--- src/rtl/aes_round_sequencer.sv ---
// Control FSM for the AES-128 round datapath: issues one-cycle stage load strobes,
// waits out each stage's latency, counts rounds and rejects non-data headers.
module aes_round_sequencer #(
  parameter int unsigned NUM_ROUNDS = 10,
  parameter logic [3:0]  VALID_HDR  = 4'h7,
  parameter int unsigned SUB_LAT    = 4,
  parameter int unsigned SHIFT_LAT  = 1,
  parameter int unsigned MIX_LAT    = 2,
  parameter int unsigned ARK_LAT    = 1
) (
  input  logic       clk,
  input  logic       n_rst,
  input  logic       start,
  input  logic [3:0] header_in,
  input  logic       abort,
  output logic       sub_load,
  output logic       shift_load,
  output logic       mix_load,
  output logic       ark_load,
  output logic [3:0] round,
  output logic       busy,
  output logic       done,
  output logic       reject
);

  localparam logic [3:0] LastRound = 4'(NUM_ROUNDS);

  typedef enum logic [2:0] {
    StIdle,
    StArk0,
    StSub,
    StShift,
    StMix,
    StArk,
    StDone
  } state_e;

  state_e     state_q;
  logic [3:0] round_q;
  logic [3:0] wait_q;
  logic       sub_load_q, shift_load_q, mix_load_q, ark_load_q;
  logic       busy_q, done_q, reject_q;

  logic [3:0] stage_lat;
  logic       stage_end;

  always_comb begin
    stage_lat = 4'd0;
    case (state_q)
      StArk0, StArk: stage_lat = 4'(ARK_LAT);
      StSub:         stage_lat = 4'(SUB_LAT);
      StShift:       stage_lat = 4'(SHIFT_LAT);
      StMix:         stage_lat = 4'(MIX_LAT);
      default:       stage_lat = 4'd0;
    endcase
    // A stage state lasts 1+LAT cycles: the wait counter runs 0..LAT.
    stage_end = (wait_q == stage_lat);
  end

  always_ff @(posedge clk or negedge n_rst) begin
    if (!n_rst) begin
      state_q      <= StIdle;
      round_q      <= 4'd0;
      wait_q       <= 4'd0;
      sub_load_q   <= 1'b0;
      shift_load_q <= 1'b0;
      mix_load_q   <= 1'b0;
      ark_load_q   <= 1'b0;
      busy_q       <= 1'b0;
      done_q       <= 1'b0;
      reject_q     <= 1'b0;
    end else begin
      // Strobes and pulses default low; each is set only on the edge entering its state.
      sub_load_q   <= 1'b0;
      shift_load_q <= 1'b0;
      mix_load_q   <= 1'b0;
      ark_load_q   <= 1'b0;
      done_q       <= 1'b0;
      reject_q     <= 1'b0;
      wait_q       <= wait_q + 4'd1;
      if (state_q != StIdle && abort) begin
        state_q <= StIdle;
        round_q <= 4'd0;
        wait_q  <= 4'd0;
        busy_q  <= 1'b0;
      end else begin
        unique case (state_q)
          StIdle: begin
            wait_q <= 4'd0;
            if (start) begin
              if (header_in == VALID_HDR) begin
                state_q    <= StArk0;
                round_q    <= 4'd0;
                ark_load_q <= 1'b1;
                busy_q     <= 1'b1;
              end else begin
                reject_q <= 1'b1;
              end
            end
          end
          StArk0: begin
            if (stage_end) begin
              state_q    <= StSub;
              round_q    <= round_q + 4'd1;
              wait_q     <= 4'd0;
              sub_load_q <= 1'b1;
            end
          end
          StSub: begin
            if (stage_end) begin
              state_q      <= StShift;
              wait_q       <= 4'd0;
              shift_load_q <= 1'b1;
            end
          end
          StShift: begin
            if (stage_end) begin
              wait_q <= 4'd0;
              if (round_q < LastRound) begin
                state_q    <= StMix;
                mix_load_q <= 1'b1;
              end else begin
                state_q    <= StArk;
                ark_load_q <= 1'b1;
              end
            end
          end
          StMix: begin
            if (stage_end) begin
              state_q    <= StArk;
              wait_q     <= 4'd0;
              ark_load_q <= 1'b1;
            end
          end
          StArk: begin
            if (stage_end) begin
              wait_q <= 4'd0;
              if (round_q == LastRound) begin
                state_q <= StDone;
                done_q  <= 1'b1;
              end else begin
                state_q    <= StSub;
                round_q    <= round_q + 4'd1;
                sub_load_q <= 1'b1;
              end
            end
          end
          StDone: begin
            state_q <= StIdle;
            wait_q  <= 4'd0;
            busy_q  <= 1'b0;
          end
          default: begin
            state_q <= StIdle;
            wait_q  <= 4'd0;
            busy_q  <= 1'b0;
          end
        endcase
      end
    end
  end

  assign sub_load   = sub_load_q;
  assign shift_load = shift_load_q;
  assign mix_load   = mix_load_q;
  assign ark_load   = ark_load_q;
  assign round      = round_q;
  assign busy       = busy_q;
  assign done       = done_q;
  assign reject     = reject_q;

endmodule

--- config.mk ---
export PLATFORM = sky130hd
export DESIGN_NAME = aes_round_sequencer
export DESIGN_NICKNAME = d
export VERILOG_FILES = /design/src/rtl/aes_round_sequencer.sv
export SDC_FILE = /design/constraint.sdc
export NUM_CORES = 1
export LEC_CHECK = 0
export ABC_AREA = 1
export CORE_ASPECT_RATIO = 1.25
export CORE_MARGIN = 2
export CORE_UTILIZATION = 42
export DETAILED_ROUTE_END_ITERATION = 10
export GPL_ROUTABILITY_DRIVEN = 0
export PLACE_DENSITY = 0.72
export REMOVE_ABC_BUFFERS = 1
export SLEW_MARGIN = 20
export SYNTH_ARGS = -nofsm -noshare
export SYNTH_HDL_FRONTEND = slang
export SYNTH_SLANG_ARGS = --single-unit
--- constraint.sdc ---
create_clock -name clk -period 2 [get_ports clk]
set_clock_uncertainty 0.2 [all_clocks]
set_input_delay 0.6 -clock clk [delete_from_list [all_inputs] [get_ports clk]]
set_output_delay 0.6 -clock clk [all_outputs]
set_load 0.05 [all_outputs]
==> flow_summary.yaml, run 1 <==
power:
  switching_share_pct: 48.5
  internal_power_mw: 0.954
  p_per_area_nw_per_um2: 1180
  pwr-share-comb_pct: 59.7
  power.clock.fraction_pct: 12.5
  switching_power_mw: 0.898
  seqPwrFrac_pct: 27.8
  power.leakage_nw: 0.798
  power_mw: 1.85
  peakVddDrop_uv: 678
global_routing:
  grtUsageMet3_pct: 3.11
  grtUsageTotal_pct: 20.1
  grt_first_pass_wirelength_mm: 4.99
  use_met2_pct: 35.7
  antenna_found_initial: 0
  grt_busiest_layer: "met2"
  grt_use_met1_pct: 22.9
  grt_start_max_net_pins: 19
  grt-ovfl-total: 0
  grt_pass1_vias: 1140
detailed_routing:
  wl_per_cell_um: 13.1
  wirelength_mm: 2.70
  antenna_left: 0
  via_per_inst: 5.19
  first_iter_violations: 34
  drcViolationCount: 0
  firstDrtPassIters: 4
  vias: 1070
critical_path:
  crit_path_max_fanout: 9
  reg2reg_slack_ns: 0.18
  cp-start-kind: "flop"
  crit_type: "reg -> reg"
  crit_chain: "inv_4 -> nand2_1 -> nand3_1 -> nand2_1 -> nor2_2 -> nand2_4 -> inv_2 -> nor2_2 -> nand2_1 -> nor2_1"
  critPathSlowestCell: "dfrtp_1"
  required_ns: 2.04
  end_kind: "flop"
  crit_path_frequent_cell: "nand2_1"
  cp.arrival_ns: 1.86
  critical_path.max_stage_delay_ns: 0.60
yosys:
  synth_top_area_share_pct: 38.5
  synth_most_common_cell: "nand2_1"
  synth_common_cells: "34 x nand2_1, 19 x nor2_1, 18 x dfrtp_1, 12 x inv_1"
  netlist_area_sq_um: 1170
  synth-xor-area-share_pct: 2.99
  synth_mux_area_share_pct: 0
  ys_seq_area_share_pct: 38.5
  synthTopCellsByArea: "dfrtp_1 38%, nand2_1 11%, nor2_1 6.1%, ha_1 5.3%, inv_1 3.8%"
  ys.flop_type: "dfrtp_1"
  synth_fa_ha_area_share_pct: 5.34
  async_reset_ff_share_pct: 100
  synth_compound_area_share_pct: 7.26
  ys_seq_elements: 18
  synthCells: 145
  synth_edf_count: 0
  synth.avg_cell_area_sq_um: 8.08
  yosysTopAreaCell: "dfrtp_1"
  synth-simple-area-share_pct: 38.7
  synth_top_family_by_area: "simple AND/OR/NAND/NOR gates"
  ys_types: 30
  yosys_warnings: 0
cts:
  h-tree-depth: 1
  ctsResizeCount: 0
  path_clk_slew_ns: 0.11
  cts-root-buf: "clkbuf_4"
  postCtsSetupBuffers: 0
  cts_tree: "yes"
  ctsHoldBuffers: 0
  cts.sinks: 18
  clockBufferDepth: 2
  cts-buffers-inserted: 3
  insertion_delay_ns: 0.30
finish:
  drive_gt1_share_pct: 26.2
  post-route-util_pct: 58.7
  fillCellCount: 253
  insertedDiodeCount: 0
  areaGrowthSynthToFinish_pct: 34.4
  instances_no_fill: 206
  fin_nets: 186
  multi_input_area_sq_um: 636
  register_area_sq_um: 450
run_status:
  outcome: "complete, no violations"
timing:
  worst_pin_slew_ns: 0.399
  rsz0062_at_grt: "false"
  hold_violations: 0
  fin_crit_sh_pct: 90.8
  slew_headroom_pct: 73.4
  final_max_slew_viol_count: 0
  final.setup.tns_ns: 0
  min_period_ns: 1.82
  setup_violations: 0
  max_freq_mhz: 551
die:
  core-area_sq_um: 2680
  die_h_um: 63.0
  start_util_pct: 43.7
  dieArea_sq_um: 3230
  rows: 21
  die_x_um: 51.2
  io-pin-count: 19
placed_design:
  dp_hpwl_mm: 2.11
  dp.cells: 202
  port_buffers: 18
worst_hold_path:
  min_path_type: "reg -> reg"
job:
  drv_cap: 0
==> per-stage QoR <==
step | setup slack (ns) | instance area (sq um) | hold WS [ns]
after floorplan | 0.149 | 1160 | 0.104
after global placement | -0.0785 | 1540 | 0.304
after detailed placement | -0.125 | 1540 | 0.319
after CTS | 0.181 | 1570 | 0.333
after global routing | 0.0189 | 1570 | 0.364
final | 0.184 | 1570 | 0.326
==> sequential cells by signal, indices dropped and copies added, names as in the netlist <==
register and cells:
done 1, mix_load 1, sub_load 1, wait_q 4
busy 1, reject 1, ark_load 1, state_q 3
shift_load 1, round 4
==> worst paths after layout <==
| path | endpoint | from | cells past startpoint |
|---|---|---|---|
| min reg2reg | wait_q[0] | wait_q[0] | 1 |
| max reg2reg | wait_q[3] | state_q[2] | 10 |
| min in group asynchronous | state_q[2] | n_rst | 2 |
| max in group asynchronous | reject | n_rst | 2 |
| min | wait_q[0] | wait_q[0] | 1 |
| max | wait_q[3] | state_q[2] | 10 |
==> cell usage in the layout, fill, tap and decap left out, drive strengths merged <==
cell	n
a21oi	3
or2	1
dfrtp	18
o21ai	5
ha	5
nand4	7
buf	17
xor2	2
inv	19
o21a	3
clkbuf	4
nor3	3
nand3	10
o21bai	1
nand3b	1
nand2	37
clkdlybuf4s50	7
o211ai	1
xnor2	2
nor2	26
==> kinds of logic after synthesis <==
kind of cell               count (synthesis)
adders and majority gates                  5
and+or+nand+nor                           85
DFF                                       18
buffers and inverters                     20
xor gates and xnor gates                   4
AOI/OAI and AO/OA                         13
==> layer usage <==
| layer | up-vias | share of wire (%) |
|---|---|---|
| met3 | 9 | 4.4 |
| met1 | 505 | 39 |
| li1 | 520 | - |
| met2 | 36 | 53 |
| met5 | - | 0 |
| met4 | 0 | 3.1 |
==> worst max-delay path: cells and delay by family, from the launching register on <==
family / cells / cell delay [ns]
flops: 1 / 0.60
simple gates: 8 / 0.80
buf+inv: 2 / 0.16
==> power by group through the flow <==
stage / registers (mW) / clock network, mW / logic (mW)
after global routing: 0.528 / 0.250 / 1.21
after CTS: 0.515 / 0.232 / 1.11
after global placement: 0.518 / 0 / 1.07
final: 0.515 / 0.231 / 1.11
after floorplan: 0.603 / 0 / 0.639
after detailed placement: 0.523 / 0 / 1.10
==> layout make-up <==
| class | instances | area share [%] |
|---|---|---|
| Timing Repair Buffer | 24 | 21.3 |
| Inverter | 19 | 4.69 |
| Tap cell | 34 | 2.70 |
| Clock buffer | 4 | 2.31 |
| Multi-Input combinational cell | 107 | 40.4 |
| Sequential cell | 18 | 28.6 |
(Power assumes the default switching activity.)
==> run 2, diff against run 1 <==
- CTS_BUF_LIST: default -> sky130_fd_sc_hd__clkbuf_4
- PLACE_DENSITY: 0.72 -> 0.67
==> flow_summary.yaml, run 2 (synthesis gave the netlist of run 1 again) <==
detailed_routing:
  met2_length_mm: 1.47
  antenna_left: 0
  wl_met3_um: 113
  drcViolationCount: 0
  top_layer_used: "met4"
  firstDrtPassIters: 4
  via_per_inst: 5.03
  wirelength_mm: 2.64
  first_iter_violations: 23
  wl_met1_mm: 1.01
  vias: 1036
  wl_per_cell_um: 12.8
die:
  die_x_um: 51.2
  io-pin-count: 19
  dieArea_sq_um: 3230
  core-area_sq_um: 2680
  die_h_um: 63.0
  start_util_pct: 43.7
  rows: 21
cts:
  cts-buffers-inserted: 3
  cts_tree: "yes"
  clockBufferDepth: 2
  insertion_delay_ns: 0.30
  cts-root-buf: "clkbuf_4"
  path_clk_slew_ns: 0.10
  ctsHoldBuffers: 0
  cts.sinks: 18
  postCtsSetupBuffers: 0
  h-tree-depth: 1
  ctsResizeCount: 0
global_routing:
  grt-ovfl-total: 0
  antenna_found_initial: 0
  grt_first_pass_wirelength_mm: 4.67
  grtUsageTotal_pct: 18.8
  grt_start_max_net_pins: 19
  grt_pass1_vias: 1111
critical_path:
  end_kind: "flop"
  path_buf_inv: 3
  crit_type: "in -> reg"
  critical_path.max_stage_delay_ns: 0.46
  cp-start-kind: "primary input"
  crit_family: "buffers and inverters"
  cp.arrival_ns: 1.81
  required_ns: 2.00
  crit_path_max_fanout: 9
  critPathSlowestCell: "clkdlybuf4s50_1"
  crit_chain: "clkdlybuf4s50_1 -> inv_1 -> nor2_1 -> nand3_1 -> o21ai_2 -> buf_4 -> nand3_4 -> nand2_1 -> nand2_1"
  crit_path_frequent_cell: "nand2_1"
finish:
  multi_input_area_sq_um: 636
  areaGrowthSynthToFinish_pct: 33.5
  fillCellCount: 251
  fin_nets: 186
  drive_gt1_share_pct: 25.6
  final_cell_area_sq_um: 1560
  register_area_sq_um: 450
  insertedDiodeCount: 0
  final_cell_mix: "34 x nand2_1, 19 x nor2_1, 18 x dfrtp_1"
  final_common_cell: "nand2_1"
timing:
  hold_violations: 0
  max_freq_mhz: 552
  setup_violations: 0
  final.setup.tns_ns: 0
  slew_headroom_pct: 72.3
  final_max_slew_viol_count: 0
  min_period_ns: 1.81
  rsz0062_at_grt: "false"
  fin_crit_sh_pct: 90.6
  worst_pin_slew_ns: 0.415
worst_hold_path:
  min_path_type: "reg -> reg"
placed_design:
  port_buffers: 18
  placed_area_sq_um: 1540
  dp_hpwl_mm: 2.07
power:
  peakVddDrop_uv: 601
  p_per_area_nw_per_um2: 1150
  power.leakage_nw: 0.792
run_status:
  outcome: "complete, no violations"
job:
  drv_cap: 0
run 2: metrics by stage:
stage / cells / power (mW) / utilization, % / setup WS (ns) / hold slack, ns
5_1_grt: 206 / 1.93 / 58.4 / 0.0350 / 0.393
3_5_place_dp: 202 / 1.61 / 57.4 / -0.139 / 0.337
3_3_place_gp: 202 / 1.59 / 57.4 / -0.0899 / 0.298
4_1_cts: 206 / 1.81 / 58.4 / 0.178 / 0.351
2_1_floorplan: 144 / 1.24 / - / 0.149 / 0.104
6_report: 206 / 1.80 / 58.4 / 0.189 / 0.336
run 2: final timing paths:
path / slack, ns / from / depth (start not counted) / end
max reg2reg: 0.20 / state_q[2] / 9 / round[3]
min reg2reg: 0.34 / wait_q[0] / 1 / wait_q[0]
max in group asynchronous: 0.99 / n_rst / 2 / wait_q[1]
min: 0.34 / wait_q[0] / 1 / wait_q[0]
min in group asynchronous: 0.41 / n_rst / 2 / round[2]
max: 0.19 / header_in[2] / 9 / round[3]
run 2: area by class of cell:
cell class,count,area share [%]
Clock buffer,3,1.44
Clock inverter,1,0.240
Inverter,19,4.72
Multi-Input combinational cell,107,40.6
Sequential cell,18,28.8
Tap cell,34,2.72
Timing Repair Buffer,24,21.4
run 2: report_power, final:
group / internal (mW) / total, mW / switching, mW / leakage, nW
Combinational: 0.418 / 1.09 / 0.674 / 0.531
Sequential: 0.425 / 0.516 / 0.0911 / 0.245
Clock: 0.0728 / 0.194 / 0.121 / 0.0154
Total: 0.915 / 1.80 / 0.886 / 0.792
run 2: metal layers:
metal | vias to the layer above | track usage, %
li1 | 519 | -
met2 | 30 | 34.1
met5 | - | 0
met3 | 6 | 3.83
met4 | 0 | 8.55
met1 | 481 | 20.3
==> run 3, diff against run 2 <==
- CAP_MARGIN: default -> 20
==> results of run 3 <==
No change in the layout: final DEF, timing and power equal those of run 2.
